--- src/rtl/sync_fifo_pkg.sv ---
// Width helpers shared by sync_fifo and its storage array.
package sync_fifo_pkg;

    // Bits needed to hold an occupancy count of 0..depth.
    function automatic int fifo_lw(input int depth);
        return $clog2(depth + 1);
    endfunction

    function automatic int fifo_pw(input int depth);
        return ($clog2(depth) < 1) ? 1 : $clog2(depth);
    endfunction

endpackage

--- src/rtl/fifo_ram.sv ---
// WIDTH x DEPTH simple dual-port storage: one write port, one registered read port.
// Only the read register is reset; the array itself is not, so a BRAM macro can replace it.
module fifo_ram
    import sync_fifo_pkg::*;
#(
    parameter int WIDTH = 8,
    parameter int DEPTH = 4,
    localparam int PW = fifo_pw(DEPTH)
) (
    input  logic             clk,
    input  logic             rst_n,
    input  logic             we,
    input  logic [PW-1:0]    waddr,
    input  logic [WIDTH-1:0] wdata,
    input  logic             re,
    input  logic [PW-1:0]    raddr,
    output logic [WIDTH-1:0] rdata
);

    logic [WIDTH-1:0] mem [DEPTH];
    logic [WIDTH-1:0] rdata_q;

    always_ff @(posedge clk) begin
        if (we) begin
            mem[waddr] <= wdata;
        end
    end

    // Read-before-write: a same-address read and write returns the old word.
    always_ff @(posedge clk or negedge rst_n) begin
        if (!rst_n) begin
            rdata_q <= '0;
        end else if (re) begin
            rdata_q <= mem[raddr];
        end
    end

    assign rdata = rdata_q;

endmodule

--- src/rtl/sync_fifo.sv ---
// Single-clock FIFO with arbitrary depth, occupancy level, almost flags and sticky error flags.
// Define SYNC_FIFO_HWM_EN to add the hwm (high-water mark) output.
module sync_fifo
    import sync_fifo_pkg::*;
#(
    parameter int WIDTH        = 8,
    parameter int DEPTH        = 4,
    parameter int AFULL_LEVEL  = DEPTH - 1,
    parameter int AEMPTY_LEVEL = 1,
    localparam int LW = fifo_lw(DEPTH),
    localparam int PW = fifo_pw(DEPTH)
) (
    input  logic             clk,
    input  logic             rst_n,
    input  logic             wr,
    input  logic [WIDTH-1:0] wdata,
    input  logic             rd,
    output logic [WIDTH-1:0] rdata,
    output logic             rvalid,
    output logic             not_empty,
    output logic             not_full,
    output logic [LW-1:0]    level,
    output logic             almost_full,
    output logic             almost_empty,
    input  logic             clr_err,
    output logic             overflow,
    output logic             underflow
`ifdef SYNC_FIFO_HWM_EN
    ,
    output logic [LW-1:0]    hwm
`endif
);

    logic [PW-1:0] wptr_q, wptr_d;
    logic [PW-1:0] rptr_q, rptr_d;
    logic [LW-1:0] level_q, level_d;
    logic          rvalid_q, rvalid_d;
    logic          overflow_q, overflow_d;
    logic          underflow_q, underflow_d;
    logic          rd_ok;
    logic          wr_ok;

    // Explicit wrap compare so DEPTH need not be a power of two.
    function automatic logic [PW-1:0] ptr_next(input logic [PW-1:0] p);
        return (p == PW'(DEPTH - 1)) ? '0 : p + PW'(1);
    endfunction

    assign not_empty    = (level_q != '0);
    assign not_full     = (level_q != LW'(DEPTH));
    assign almost_full  = (level_q >= LW'(AFULL_LEVEL));
    assign almost_empty = (level_q <= LW'(AEMPTY_LEVEL));
    assign level        = level_q;
    assign rvalid       = rvalid_q;
    assign overflow     = overflow_q;
    assign underflow    = underflow_q;

    // A full FIFO still takes a write when a read frees a slot in the same cycle.
    assign rd_ok = rd & not_empty;
    assign wr_ok = wr & (not_full | rd_ok);

    always_comb begin
        wptr_d   = wptr_q;
        rptr_d   = rptr_q;
        level_d  = level_q;
        rvalid_d = rd_ok;
        if (wr_ok) begin
            wptr_d = ptr_next(wptr_q);
        end
        if (rd_ok) begin
            rptr_d = ptr_next(rptr_q);
        end
        if (wr_ok && !rd_ok) begin
            level_d = level_q + LW'(1);
        end else if (rd_ok && !wr_ok) begin
            level_d = level_q - LW'(1);
        end
        overflow_d  = (overflow_q & ~clr_err) | (wr & ~wr_ok);
        underflow_d = (underflow_q & ~clr_err) | (rd & ~not_empty);
    end

    always_ff @(posedge clk or negedge rst_n) begin
        if (!rst_n) begin
            wptr_q      <= '0;
            rptr_q      <= '0;
            level_q     <= '0;
            rvalid_q    <= 1'b0;
            overflow_q  <= 1'b0;
            underflow_q <= 1'b0;
        end else begin
            wptr_q      <= wptr_d;
            rptr_q      <= rptr_d;
            level_q     <= level_d;
            rvalid_q    <= rvalid_d;
            overflow_q  <= overflow_d;
            underflow_q <= underflow_d;
        end
    end

    fifo_ram #(
        .WIDTH(WIDTH),
        .DEPTH(DEPTH)
    ) u_ram (
        .clk  (clk),
        .rst_n(rst_n),
        .we   (wr_ok),
        .waddr(wptr_q),
        .wdata(wdata),
        .re   (rd_ok),
        .raddr(rptr_q),
        .rdata(rdata)
    );

`ifdef SYNC_FIFO_HWM_EN
    logic [LW-1:0] hwm_q, hwm_d;

    // Clearing restarts tracking from the level the FIFO is about to hold.
    always_comb begin
        hwm_d = hwm_q;
        if (clr_err) begin
            hwm_d = level_d;
        end else if (level_d > hwm_q) begin
            hwm_d = level_d;
        end
    end

    always_ff @(posedge clk or negedge rst_n) begin
        if (!rst_n) begin
            hwm_q <= '0;
        end else begin
            hwm_q <= hwm_d;
        end
    end

    assign hwm = hwm_q;
`endif

    a_level_bound: assert property (@(posedge clk) disable iff (!rst_n)
        level_q <= LW'(DEPTH));

    a_ptr_level: assert property (@(posedge clk) disable iff (!rst_n)
        ((int'(wptr_q) - int'(rptr_q) + DEPTH) % DEPTH) == (int'(level_q) % DEPTH));

endmodule

--- config.mk ---
export PLATFORM = sky130hd
export DESIGN_NAME = sync_fifo
export DESIGN_NICKNAME = d
export VERILOG_FILES = /design/src/rtl/sync_fifo_pkg.sv /design/src/rtl/fifo_ram.sv /design/src/rtl/sync_fifo.sv
export SDC_FILE = /design/constraint.sdc
export NUM_CORES = 1
export LEC_CHECK = 0
export BUFFER_PORTS_ARGS = -buffer_cell sky130_fd_sc_hd__buf_2
export CAP_MARGIN = 20
export CORE_MARGIN = 4
export CORE_UTILIZATION = 45
export CTS_CLUSTER_DIAMETER = 30
export DETAILED_ROUTE_END_ITERATION = 10
export PLACE_DENSITY = 0.68
export SLEW_MARGIN = 20
export SYNTH_ARGS = -nofsm -noshare
export SYNTH_HDL_FRONTEND = slang
export SYNTH_HIERARCHICAL = 1
export SYNTH_SLANG_ARGS = --single-unit
--- constraint.sdc ---
create_clock -name clk -period 2.1 [get_ports clk]
set_clock_uncertainty 0.1 [all_clocks]
set_input_delay 0.105 -clock clk [delete_from_list [all_inputs] [get_ports clk]]
set_output_delay 0.105 -clock clk [all_outputs]
set_load 0.02 [all_outputs]
Word level (Yosys, flattened, before mapping)

Memories as Yosys holds them, arrays and structs flattened. A register that Yosys moved wholly into a read port is not among the register bits.
Index checks and enable logic that the tools add are counted.

Add/sub/neg operators: 4
Magnitude comparators: 2
Equality and inequality tests: 3
Multiplexer cells: 6
Bitwise gates (word level): 12
Reductions and logical operators: 7

Operator list:

| cell                                                                              | number |
|---|---|
| 1-bit bitwise AND                                                                 | 6 |
| 3-bit two-way mux                                                                 | 2 |
| 2-bit by 1-bit adder with 2-bit output (second input constant)                    | 2 |
| 2-bit equality test (second input constant)                                       | 2 |
| 2-bit two-way mux                                                                 | 2 |
| 3-bit by 1-bit adder with 3-bit output (second input constant)                    | 1 |
| 3-bit by 2-bit >= comparator with 1-bit output (second input constant)            | 1 |
| 3-bit by 1-bit less-or-equal comparator with 1-bit output (second input constant) | 1 |
| 1-bit logical NOT                                                                 | 3 |
| 3-bit != test (second input constant)                                             | 1 |
| 1-bit inverter                                                                    | 3 |
| 1-bit OR                                                                          | 3 |
| 3-bit nonzero test                                                                | 1 |
| 3-bit by 1-bit subtractor with 3-bit output (second input constant)               | 1 |
| 1-bit logical AND                                                                 | 2 |
| 1-bit two-way mux                                                                 | 2 |
| 2-bit nonzero test                                                                | 1 |

Flip-flop bits (word level): 10
RAM bits: 32
Bits of input ports: 13
Output and inout bits: 18
Logic and storage cells: 41
Memories: 1

Memories:

| memory    | depth | width | read ports | clocked after Yosys merged registers in | write ports | line           | text |
|---|---|---|---|---|---|---|---|
| u_ram.mem | 4     | 8     | 1          | 1                                       | 1           | fifo_ram.sv:20 | `logic [WIDTH-1:0] mem [DEPTH];` |

Logic depth before layout (Yosys ltp)

Gate-level depths: netlist of run 1.

Depth after elaboration: 8
Gate-level depth with buffers: 9
Depth with buffers taken out: 9

Modules after synthesis

Netlist of run 1, hierarchy kept.

By module, submodules not included:

| module    | instances | cells an instance | area each (µm²) | seq. area each (µm²) |
|---|---|---|---|---|
| fifo_ram  | 1         | 82                | 1,516.5         | 1,161.1 |
| sync_fifo | 1         | 50                | 568.0           | 250.2 |

Worst setup path before layout of run 1

OpenSTA, ideal clock, no wires.

Path type: flip-flop to flip-flop
Start point: register level_q[0] (netlist: level[0])
End point: memory u_ram.mem[0][0] (enable)
Library setup time: 385 ps
Arrival: 1,936 ps
Data required time: 1,615 ps
Path slack: -322 ps
Stages on the path, launching flop included: 7
Path buffers: 0
Period minus slack after synthesis: 2,422 ps
Cell sequence: dfrtp_1 inv_1 ha_1 nand2_2 o21ai_2 inv_1 nor3b_1

Elaborated cells on any way between the ends: 7
Classes of those cells: eq/ne (1); mux (2); bitwise (3); reduce/logical (1)

RTL lines:

| element                                 | line            | text |
|---|---|---|
| start: declaration                      | sync_fifo.sv:36 | `logic [LW-1:0] level_q, level_d;` |
| start signal: assignment                | sync_fifo.sv:92 | `level_q <= level_d;` |
| 3-bit != test                           | sync_fifo.sv:49 | `assign not_full = (level_q != LW'(DEPTH));` |
| via not_full                            | sync_fifo.sv:21 | `output logic not_full,` |
| 1-bit OR                                | sync_fifo.sv:59 | `assign wr_ok = wr & (not_full \| rd_ok);` |
| 1-bit bitwise AND                       | sync_fifo.sv:59 |  |
| via wr_ok                               | sync_fifo.sv:41 | `logic wr_ok;` |
| 1-bit two-way mux                       | fifo_ram.sv:24  | `if (we) begin` |
| 1-bit two-way mux (implied by the code) | fifo_ram.sv:25  | `mem[waddr] <= wdata;` |
| end: declaration                        | fifo_ram.sv:20  |  |

The timed path passes the listed nets, and every way through them passes these cells.

Worst setup path after layout of run 1

Start point: register level_q[1] (netlist: level[1])
End point: register level_q[2] (netlist: level[2])

Longest elaborated chain between the ends: 7
Elaborated cells on any way between the ends: 14
Classes of those cells: add/sub (2); eq/ne (1); mux (2); bitwise (3); reduce/logical (6)

Ends and longest elaborated chain:

| element                             | line            | text |
|---|---|---|
| 3-bit nonzero test                  | sync_fifo.sv:48 | `assign not_empty = (level_q != '0);` |
| 1-bit bitwise AND                   | sync_fifo.sv:58 | `assign rd_ok = rd & not_empty;` |
| 1-bit OR (*)                        | sync_fifo.sv:59 |  |
| 1-bit bitwise AND (*)               | sync_fifo.sv:59 |  |
| via wr_ok                           | sync_fifo.sv:41 |  |
| 1-bit logical NOT                   | sync_fifo.sv:74 | `end else if (rd_ok && !wr_ok) begin` |
| 1-bit logical AND                   | sync_fifo.sv:74 |  |
| 2-bit nonzero test (no source line) | --              |  |

The timed path passes the listed nets; every way through them passes the cells marked *. The select of a mux whose other input is x is not followed.
A chain may end at the register's enable or synchronous reset.

==> results of run 1 <==
path summary, 6_finish.rpt:
| kind | from | to | cells past startpoint |
|---|---|---|---|
| worst max-delay path | level[1]$_DFFE_PN0P_ | level[2]$_DFFE_PN0P_ | 9 |
| worst min-delay path | clr_err | overflow$_DFF_PN0_ | 3 |
| worst max register to register | level[1]$_DFFE_PN0P_ | level[2]$_DFFE_PN0P_ | 9 |
| worst min register to register | u_ram/rdata[5]$_DFFE_PN0P_ | u_ram/rdata[5]$_DFFE_PN0P_ | 2 |
| max in group asynchronous | rst_n | level[2]$_DFFE_PN0P_ | 2 |
| min in group asynchronous | rst_n | u_ram/rdata[3]$_DFFE_PN0P_ | 2 |
cell usage after synthesis (all sizes together):
master	instances	area share (%)
edfxtp	32	46
dfrtp	18	22
mux2i	16	7.7
nand2b	10	3.4
ha	8	4.8
o221ai	8	3.4
inv	6	1.1
nand2	6	1.6
nor2	6	1.1
mux2	4	2.5
a21oi	3	0.72
buf	3	1.7
o21ai	3	0.90
a22o	1	0.42
a32o	1	0.48
and3	1	0.30
and3b	1	0.42
nand3b	1	0.36
nor3b	1	0.36
o21bai	1	0.36
xnor2	1	0.42
xor2	1	0.42
layout by cell type, fill, tap and decap left out:
cell and count:
a22o_1 1, and3b_1 1, dlygate4sd3_1 10, a21oi_1 3
o221ai_1 8, nand3b_1 1, dfrtp_1 18, mux2_4 2
clkbuf_1 1, clkbuf_8 5, xnor2_1 1, inv_2 2
nor2_1 5, clkinvlp_4 1, nand2b_4 1, bufinv_16 1
nand2b_1 9, ha_2 1, o21ai_0 2, nand2_1 4
nand2_2 1, mux2_2 2, a32o_1 1, o21bai_1 1
mux2i_1 16, nand2_4 1, and3_1 1, o21ai_4 1
nor2_2 1, edfxtp_1 32, xor2_1 1, inv_1 4
buf_4 8, ha_4 1, ha_1 6, nor3b_4 1
buf_2 30
state kept, by name, summed over array words and instances (netlist names):
signal and flops:
u_ram/mem 32, u_ram/rdata 8, level 3, rptr_q 2
wptr_q 2, overflow 1, rvalid 1, underflow 1
layout make-up:
class                   count  area (um2)
inverters                   6        22.5
multi-input cells          73         652
repair buffers             48         310
clock buffers               6        72.6
fillers                   360        1840
flip-flops and latches     50        1410
well taps                  52        65.1
clock inverters             2        37.5
per-layer routing:
metal  track usage (%)  wire [um]  up-vias
li1                  -          -      594
met1              16.3       1660      619
met2              24.4       2070       24
met3              4.49        141        7
met4              5.07         63        0
met5                 0          0        -
worst reg2reg max path, stage by stage (launching register included):
cell and delay (ns):
dfrtp_1 0.42, inv_2 0.11, ha_2 0.23, nand2_2 0.09, o21ai_4 0.18, inv_2 0.09, ha_4 0.17, nand3b_1 0.16
a21oi_1 0.16, a21oi_1 0.06
per-stage QoR:
step | cells | TNS (ns)
2_1_floorplan | 132 | 0
3_3_place_gp | 219 | 0
3_5_place_dp | 219 | -0.0131
4_1_cts | 237 | 0
5_1_grt | 237 | 0
6_report | 237 | 0
kinds of logic (layout without fill, tap and decap cells):
kind of cell / Yosys count / after routing / share of synthesized area, %
DFF: 50 / 50 / 67.7
buffers and inverters: 9 / 62 / 2.76
AOI/OAI and AO/OA: 17 / 17 / 6.24
adders and majority gates: 8 / 8 / 4.80
and+or+nand+nor: 26 / 26 / 7.44
muxes: 20 / 20 / 10.2
xor gates and xnor gates: 2 / 2 / 0.840
power groups by stage:
stage | clock (mW) | sequential [mW] | combinational, mW
2_1_floorplan | 0 | 1.66 | 0.825
3_3_place_gp | 0 | 1.50 | 1.33
3_5_place_dp | 0 | 1.52 | 1.39
4_1_cts | 0.674 | 1.50 | 1.41
5_1_grt | 0.709 | 1.54 | 1.55
6_report | 0.655 | 1.50 | 1.42
repair_timing:
action | in CTS | in global routing
pin swaps | 0 | 0
endpoints found under the hold margin | 51 | 0
hold buffers | 10 | 0
endpoints found under the setup margin | 1 | 3
resized for setup | 1 | 4
==> run metrics, run 1 <==
clock slew at reported path FFs 0.08 ns; CTS sink cnt 50; Pre-antenna DRT Iters 4; Finished Cell Area 2570 um2; PortBufs 30; worst path bufs/invs 2; Internal 2.31 mW; crit path kind reg -> reg; IO Pins 31; syn_area_per_cell 15.8 um2; Synthesis Warnings 6; RSZ-0062 raised after global routing no; HPWL after DPL 2670 um; fin. max-slew vios 0; Max-Cap Viols 0; reg2reg setup slack 0.21 ns; hold slack 0.0261 ns; fin nets 205; Synth cell types 29; layout cells sized above 1 31.9%; Place WS -0.0131 ns; final core occ 58.2%; largest net degree at the start of global routing 19; initial DRC count 59; ordered list of cells on the worst path inv_2 > ha_2 > nand2_2 > o21ai_4 > inv_2 > ha_4 > nand3b_1 > a21oi_1 > a21oi_1; Core Area 4410 um2; clk root buf clkbuf_8; Routed Antenna Nets 0; Fmax 530 MHz; ant diodes 0; PwrDens 1390 nW/um2; sequential power share 42.0%; Yosys reg bits 50; Initial Util 47.2%; Power Total 3.57 mW; initial antenna violation count 0; Clock power frac 18.3%; status completed; Setup WS post-layout 0.214 ns; net switching power 1.26 mW; vias in the first global route 1329; CP max stage cell dfrtp_1; VDD IR max 648 uV; Seq/Total Area, Yosys 67.7%; Die ar. 5790 um2; Area after DPL 2340 um2; Crit Path Max Fanout 5; mapped cell area 2080 um2; vias 1244; Sw Share 35.4%; Leak 1.09 nW; worst-margin pin slew 0.467 ns; CP delay by family, top flip-flops; Max stage delay on crit path 0.42 ns; # setup viols final 0; Area Overhead vs Synth 23.3%; WP data required 2.18 ns; Die W 76.1 um; startpoint types flip-flop; final worst path period need 1.89 ns; first-pass GRT wire length 6380 um; number of remaining DRC errors 0; H-Tree Depth 2; final hold violations 0; Post-CTS Setup Inserts 0; Mapped Nets 153; Max clock buf depth 2; wire length per cell 16.6 um; Clock Latency Late Sink 0.30 ns; Worst Hold Class in -> reg; Site Rows 24; CTS Buf Count 5; die height 76.1 um; TritonCTS clock tree built; Final Wtd Congestion 0.801; Slew headroom 68.9%; grt ovf 0; combinational share of power 39.7%; worst endpoint data arrival time 1.97 ns; Post-Syn Instances 132; Setup crit end kind flip-flop; total global-route track usage 14.1%; Tcrit/Tclk final 89.8%; WL final 3930 um; vias per cell 5.25
(Power assumes the default switching activity.)
==> inputs of run 2 (changes only) <==
==> constraint.sdc (replaced) <==
create_clock -name clk -period 2.1 [get_ports clk]
set_clock_uncertainty 0.1 [all_clocks]
set_input_delay 0 -clock clk [delete_from_list [all_inputs] [get_ports clk]]
set_output_delay 0 -clock clk [all_outputs]
set_load 0.02 [all_outputs]
==> run metrics, run 2 (synthesis results as in run 1) <==
crit path kind reg -> reg; total global-route track usage 14.2% (+0.075 points); leading cell types in the layout, fill and taps excluded 32 x edfxtp_1, 30 x buf_2, 18 x dfrtp_1; crit path capture level[2]$_DFFE_PN0P_; CP delay by family, top flip-flops; Slew headroom 68.7% (-0.18 points); layout cells sized above 1 31.4% (-0.51 points); grt ovf 0 (unchanged); WL final 3940 um (+0.31%); hold slack 0.0383 ns (+0.0122 ns); status completed; fin. max-slew vios 0 (unchanged); placed cell count 219 (unchanged); die height 76.1 um (unchanged); worst-margin pin slew 0.470 ns (+0.00274 ns); Clock Latency Late Sink 0.30 ns (about the same); Area Overhead vs Synth 24.8%; max reg flops 32 (unchanged); Worst Setup SP level[1]$_DFFE_PN0P_; Max stage delay on crit path 0.42 ns (about the same); clk root buf clkbuf_8; clock slew at reported path FFs 0.09 ns (about the same); Finished Cell Area 2600 um2 (+1.2%); startpoint types flip-flop; Die ar. 5790 um2 (unchanged); PortBufs 30 (unchanged); Final Wtd Congestion 0.801 (unchanged); Setup crit end kind flip-flop; RSZ-0062 raised after global routing no; Max clock buf depth 2 (unchanged); CTS Buf Count 5 (unchanged); Core Area 4410 um2 (unchanged); total negative slack 0 ns (unchanged); PwrDens 1380 nW/um2 (-0.67%); largest net degree at the start of global routing 19 (unchanged); Largest Register u_ram/mem; vias per cell 5.19 (-1.2%); GR Util met3 4.49% (unchanged); Post-CTS Setup Inserts 0 (unchanged); Site Rows 24 (unchanged); vias 1245 (+0.080%); FF-to-FF path depth 9 (unchanged); Pre-antenna DRT Iters 4 (unchanged); Max-Cap Viols 0 (unchanged); vias in the first global route 1336 (+0.53%); Die W 76.1 um (unchanged); min-delay src rd; Fmax 530 MHz (about the same); Place WS -0.0131 ns (unchanged); initial DRC count 74 (+25%); worst path bufs/invs 2 (unchanged); first-pass GRT wire length 6420 um (+0.66%); fin nets 208 (+1.5%); number of remaining DRC errors 0 (unchanged); HPWL after DPL 2670 um (unchanged); final hold violations 0 (unchanged); # setup viols final 0 (unchanged); ordered list of cells on the worst path inv_2 > ha_2 > nand2_2 > o21ai_4 > inv_2 > ha_4 > nand3b_1 > a21oi_1 > a21oi_1; Tcrit/Tclk final 89.8% (about the same); Worst Hold Class in -> reg; final worst path period need 1.89 ns (+0.00000900 ns); WP data required 2.18 ns (about the same); TritonCTS clock tree built; VDD IR max 651 uV (+0.44%); Setup WS post-layout 0.214 ns (-0.00000900 ns); CP max stage cell dfrtp_1; gr busiest metal met2; initial antenna violation count 0 (unchanged); WP depth 9 (unchanged); Area after DPL 2340 um2 (unchanged); Crit Path Max Fanout 5 (unchanged); worst flop-to-flop path startpoint level[1]$_DFFE_PN0P_; worst endpoint data arrival time 1.97 ns (about the same); ant diodes 0 (unchanged); Leak 1.11 nW (+1.6%); Routed Antenna Nets 0 (unchanged); H-Tree Depth 2 (unchanged); Initial Util 47.2% (unchanged); Non-Filler Instances 240 (+1.3%); commonest non-fill, non-tap cell in the layout edfxtp_1; CTS sink cnt 50 (unchanged); RR Endpoint level[2]$_DFFE_PN0P_; reg2reg setup slack 0.21 ns (about the same); global routing usage on met1 16.3% (+0.078 points); IO Pins 31 (unchanged); wire length per cell 16.4 um (-0.95%); met2 Usage GRT 24.8% (+0.43 points)
==> run 2: how the worst min path moves through the flow <==
stage          depth (start not counted)                     to
5_1_grt                                3  rptr_q[0]$_DFFE_PN0P_
4_1_cts                                3  rptr_q[0]$_DFFE_PN0P_
3_3_place_gp                           1       rvalid$_DFF_PN0_
2_1_floorplan                          0   level[0]$_DFFE_PN0P_
6_report                               3  rptr_q[0]$_DFFE_PN0P_
3_5_place_dp                           1       rvalid$_DFF_PN0_
==> run 2: per-stage QoR <==
stage	utilization, %	power [mW]
floorplan	-	2.48
global placement	53.0	2.84
detailed placement	53.0	2.91
CTS	58.5	3.61
global route	58.9	3.82
finish	58.9	3.59
==> run 2: final cells by class <==
| type | count | area [um2] |
|---|---|---|
| Tap cell | 52 | 65.1 |
| Multi-Input combinational cell | 73 | 652 |
| Timing Repair Buffer | 51 | 340 |
| Clock inverter | 2 | 37.5 |
| Clock buffer | 6 | 72.6 |
| Inverter | 6 | 22.5 |
| Sequential cell | 50 | 1410 |
| Fill cell | 355 | 1810 |
==> run 2: tightest hold or removal path, cell delays in order <==
cell,delay (ns)
buf_2,0.14
nand2_4,0.11
mux2_4,0.15
==> run 2: repair_timing <==
action                     CTS  global route
setup endpoints to repair    1             3
hold endpoints to repair    54             0
gates resized for setup      1             4
hold buffers                13             0
==> run 2: where the power goes <==
part	switching [mW]	total, mW	internal [mW]
Clock	0.301	0.656	0.355
Sequential	0.159	1.50	1.34
Combinational	0.807	1.43	0.626
Total	1.27	3.59	2.32
==> run 2: layer usage <==
| metal | vias to the layer above | wire (um) |
|---|---|---|
| met5 | - | 0 |
| met4 | 0 | 48 |
| met3 | 5 | 155 |
| met2 | 23 | 2080 |
| met1 | 617 | 1650 |
| li1 | 600 | - |
==> inputs of run 3 (changes only) <==
--- a/config.mk
+++ b/config.mk
@@ -11,7 +11,7 @@
 export CORE_UTILIZATION = 45
 export CTS_CLUSTER_DIAMETER = 30
 export DETAILED_ROUTE_END_ITERATION = 10
-export PLACE_DENSITY = 0.68
+export PLACE_DENSITY = 0.65
 export SLEW_MARGIN = 20
 export SYNTH_ARGS = -nofsm -noshare
 export SYNTH_HDL_FRONTEND = slang
==> constraint.sdc (replaced) <==
create_clock -name clk -period 1.85 [get_ports clk]
set_clock_uncertainty 0.1 [all_clocks]
set_input_delay 0 -clock clk [delete_from_list [all_inputs] [get_ports clk]]
set_output_delay 0 -clock clk [all_outputs]
set_load 0.02 [all_outputs]
==> run metrics, run 3 (synthesis results as in run 1) <==
final worst path period need 1.74 ns (-0.142 ns); Max-Cap Viols 0 (unchanged); global routing usage on met1 15.1% (-1.3 points); fin. max-slew vios 0 (unchanged); Area after DPL 2380 um2 (+1.7%); Crit Path Max Fanout 5 (unchanged); net switching power 1.40 mW (+11%); Routed Antenna Nets 0 (unchanged); Max clock buf depth 2 (unchanged); total global-route track usage 12.8% (-1.4 points); Die ar. 5790 um2 (unchanged); Final Wtd Congestion 0.772 (-3.7%); Tcrit/Tclk final 94.2% (+4.4 points); sequential power share 42.0% (+0.2 points); Initial Util 47.2% (unchanged); wire length per cell 14.8 um (-9.6%); crit path kind reg -> reg; Core Area 4410 um2 (unchanged); PortBufs 30 (unchanged); Sw Share 34.4% (-0.86 points); clk root buf clkbuf_8; startpoint types flip-flop; CTS sink cnt 50 (unchanged); vias 1197 (-3.9%); HPWL after DPL 2490 um (-6.7%); CTS Buf Count 5 (unchanged); vias in the first global route 1216 (-9.0%); Site Rows 24 (unchanged); H-Tree Depth 2 (unchanged); fillers 367 (+3.4%); max reg flops 32 (unchanged); initial antenna violation count 0 (unchanged); Clock power frac 17.7% (-0.6 points); commonest non-fill, non-tap cell in the layout edfxtp_1; worst endpoint data arrival time 1.83 ns (-0.14 ns); Clock Latency Late Sink 0.29 ns (about the same); die height 76.1 um (unchanged); Largest Register u_ram/mem; Leak 1.11 nW (+0.55%); worst-margin pin slew 0.432 ns (-0.0374 ns); Finished Cell Area 2630 um2 (+1.2%); VDD IR max 624 uV (-4.2%); RSZ-0062 raised after global routing no; TritonCTS clock tree built; Slew headroom 71.2% (+2.5 points); WP data required 1.94 ns (-0.24 ns); grt ovf 0 (unchanged); register area 1410 um2 (+0.18%); clock slew at reported path FFs 0.08 ns (about the same); gr busiest metal met2; Fmax 574 MHz (+8.2%); total negative slack 0 ns (unchanged); leading cell types in the layout, fill and taps excluded 32 x edfxtp_1, 30 x buf_2, 16 x dfrtp_1, 16 x mux2i_1, 13 x dlygate4sd3_1; Internal 2.67 mW (+15%); Worst Hold Class in -> reg; GR Util met3 3.78% (-0.71 points); PwrDens 1550 nW/um2 (+12%); vias per cell 4.99 (-3.9%); Pre-antenna DRT Iters 4 (unchanged); Area Overhead vs Synth 26.2%; met2 Usage GRT 22.3% (-2.5 points); IO Pins 31 (unchanged); Die W 76.1 um (unchanged); combinational share of power 40.2% (+0.3 points); initial DRC count 31 (-58%); status completed; WL final 3560 um (-9.6%); final hold violations 0 (unchanged); fin nets 208 (unchanged); ant diodes 0 (unchanged); layout cells sized above 1 34.0% (+2.7 points); # setup viols final 0 (unchanged); Setup crit end kind flip-flop; largest net degree at the start of global routing 19 (unchanged); area occupied by multi-input gates 664 um2 (+1.9%); number of remaining DRC errors 0 (unchanged); first-pass GRT wire length 5830 um (-9.1%)
[run 3: through the flow]
step	total power [mW]	setup slack [ns]	util [%]	std cells	hold slack [ns]
2_1_floorplan	2.90	0.0224	-	132	-0.396
3_3_place_gp	3.29	0.0940	53.9	218	-0.143
3_5_place_dp	3.35	0.0842	53.9	218	-0.133
4_1_cts	4.11	0.0679	59.3	239	0.0210
5_1_grt	4.36	0.0272	59.6	240	0.0376
6_report	4.08	0.107	59.6	240	0.0287
[run 3: layout make-up]
class / count / area share [%]
flip-flops and latches: 50 / 53.7
clock inverters: 2 / 1.43
inverters: 6 / 0.951
repair buffers: 51 / 13.4
multi-input cells: 73 / 25.2
well taps: 52 / 2.47
clock buffers: 6 / 2.76
[run 3: worst paths after layout]
kind                                            startpoint                         end  slack (ns)  depth (start not counted)
worst min register to register  u_ram/rdata[1]$_DFFE_PN0P_  u_ram/rdata[1]$_DFFE_PN0P_        0.40                          2
max in group asynchronous                            rst_n        level[0]$_DFFE_PN0P_        1.25                          2
min in group asynchronous                            rst_n       rptr_q[0]$_DFFE_PN0P_        0.07                          2
worst max-delay path                  level[1]$_DFFE_PN0P_        level[2]$_DFFE_PN0P_        0.11                          9
worst min-delay path                                    rd       rptr_q[0]$_DFFE_PN0P_        0.03                          3
worst max register to register        level[1]$_DFFE_PN0P_        level[2]$_DFFE_PN0P_        0.11                          9
[run 3: repair_timing]
item | 4_1_cts | 5_1_grt
setup buffers | 0 | 1
hold buffers | 13 | 0
gates resized for setup | 0 | 2
endpoints found under the hold margin | 52 | 0
endpoints found under the setup margin | 0 | 6
[run 3: per-layer routing]
layer,up-vias,wire length [um]
li1,597,-
met1,573,1490
met2,21,1880
met3,6,147
met4,0,40
met5,-,0
[run 3: worst max-delay path, cell delays in order, from the launching register on]
cell	delay (ns)
dfrtp_2	0.44
inv_4	0.09
ha_4	0.17
nand2_4	0.06
o21ai_2	0.17
inv_2	0.08
ha_4	0.17
nand3b_1	0.15
a21oi_1	0.15
a21oi_1	0.05
[run 3: power groups by stage]
stage	registers (mW)	clock network [mW]	logic, mW
finish	1.71	0.723	1.64
CTS	1.73	0.745	1.64
global placement	1.74	0	1.55
detailed placement	1.75	0	1.60
floorplan	1.90	0	0.999
global route	1.76	0.796	1.81
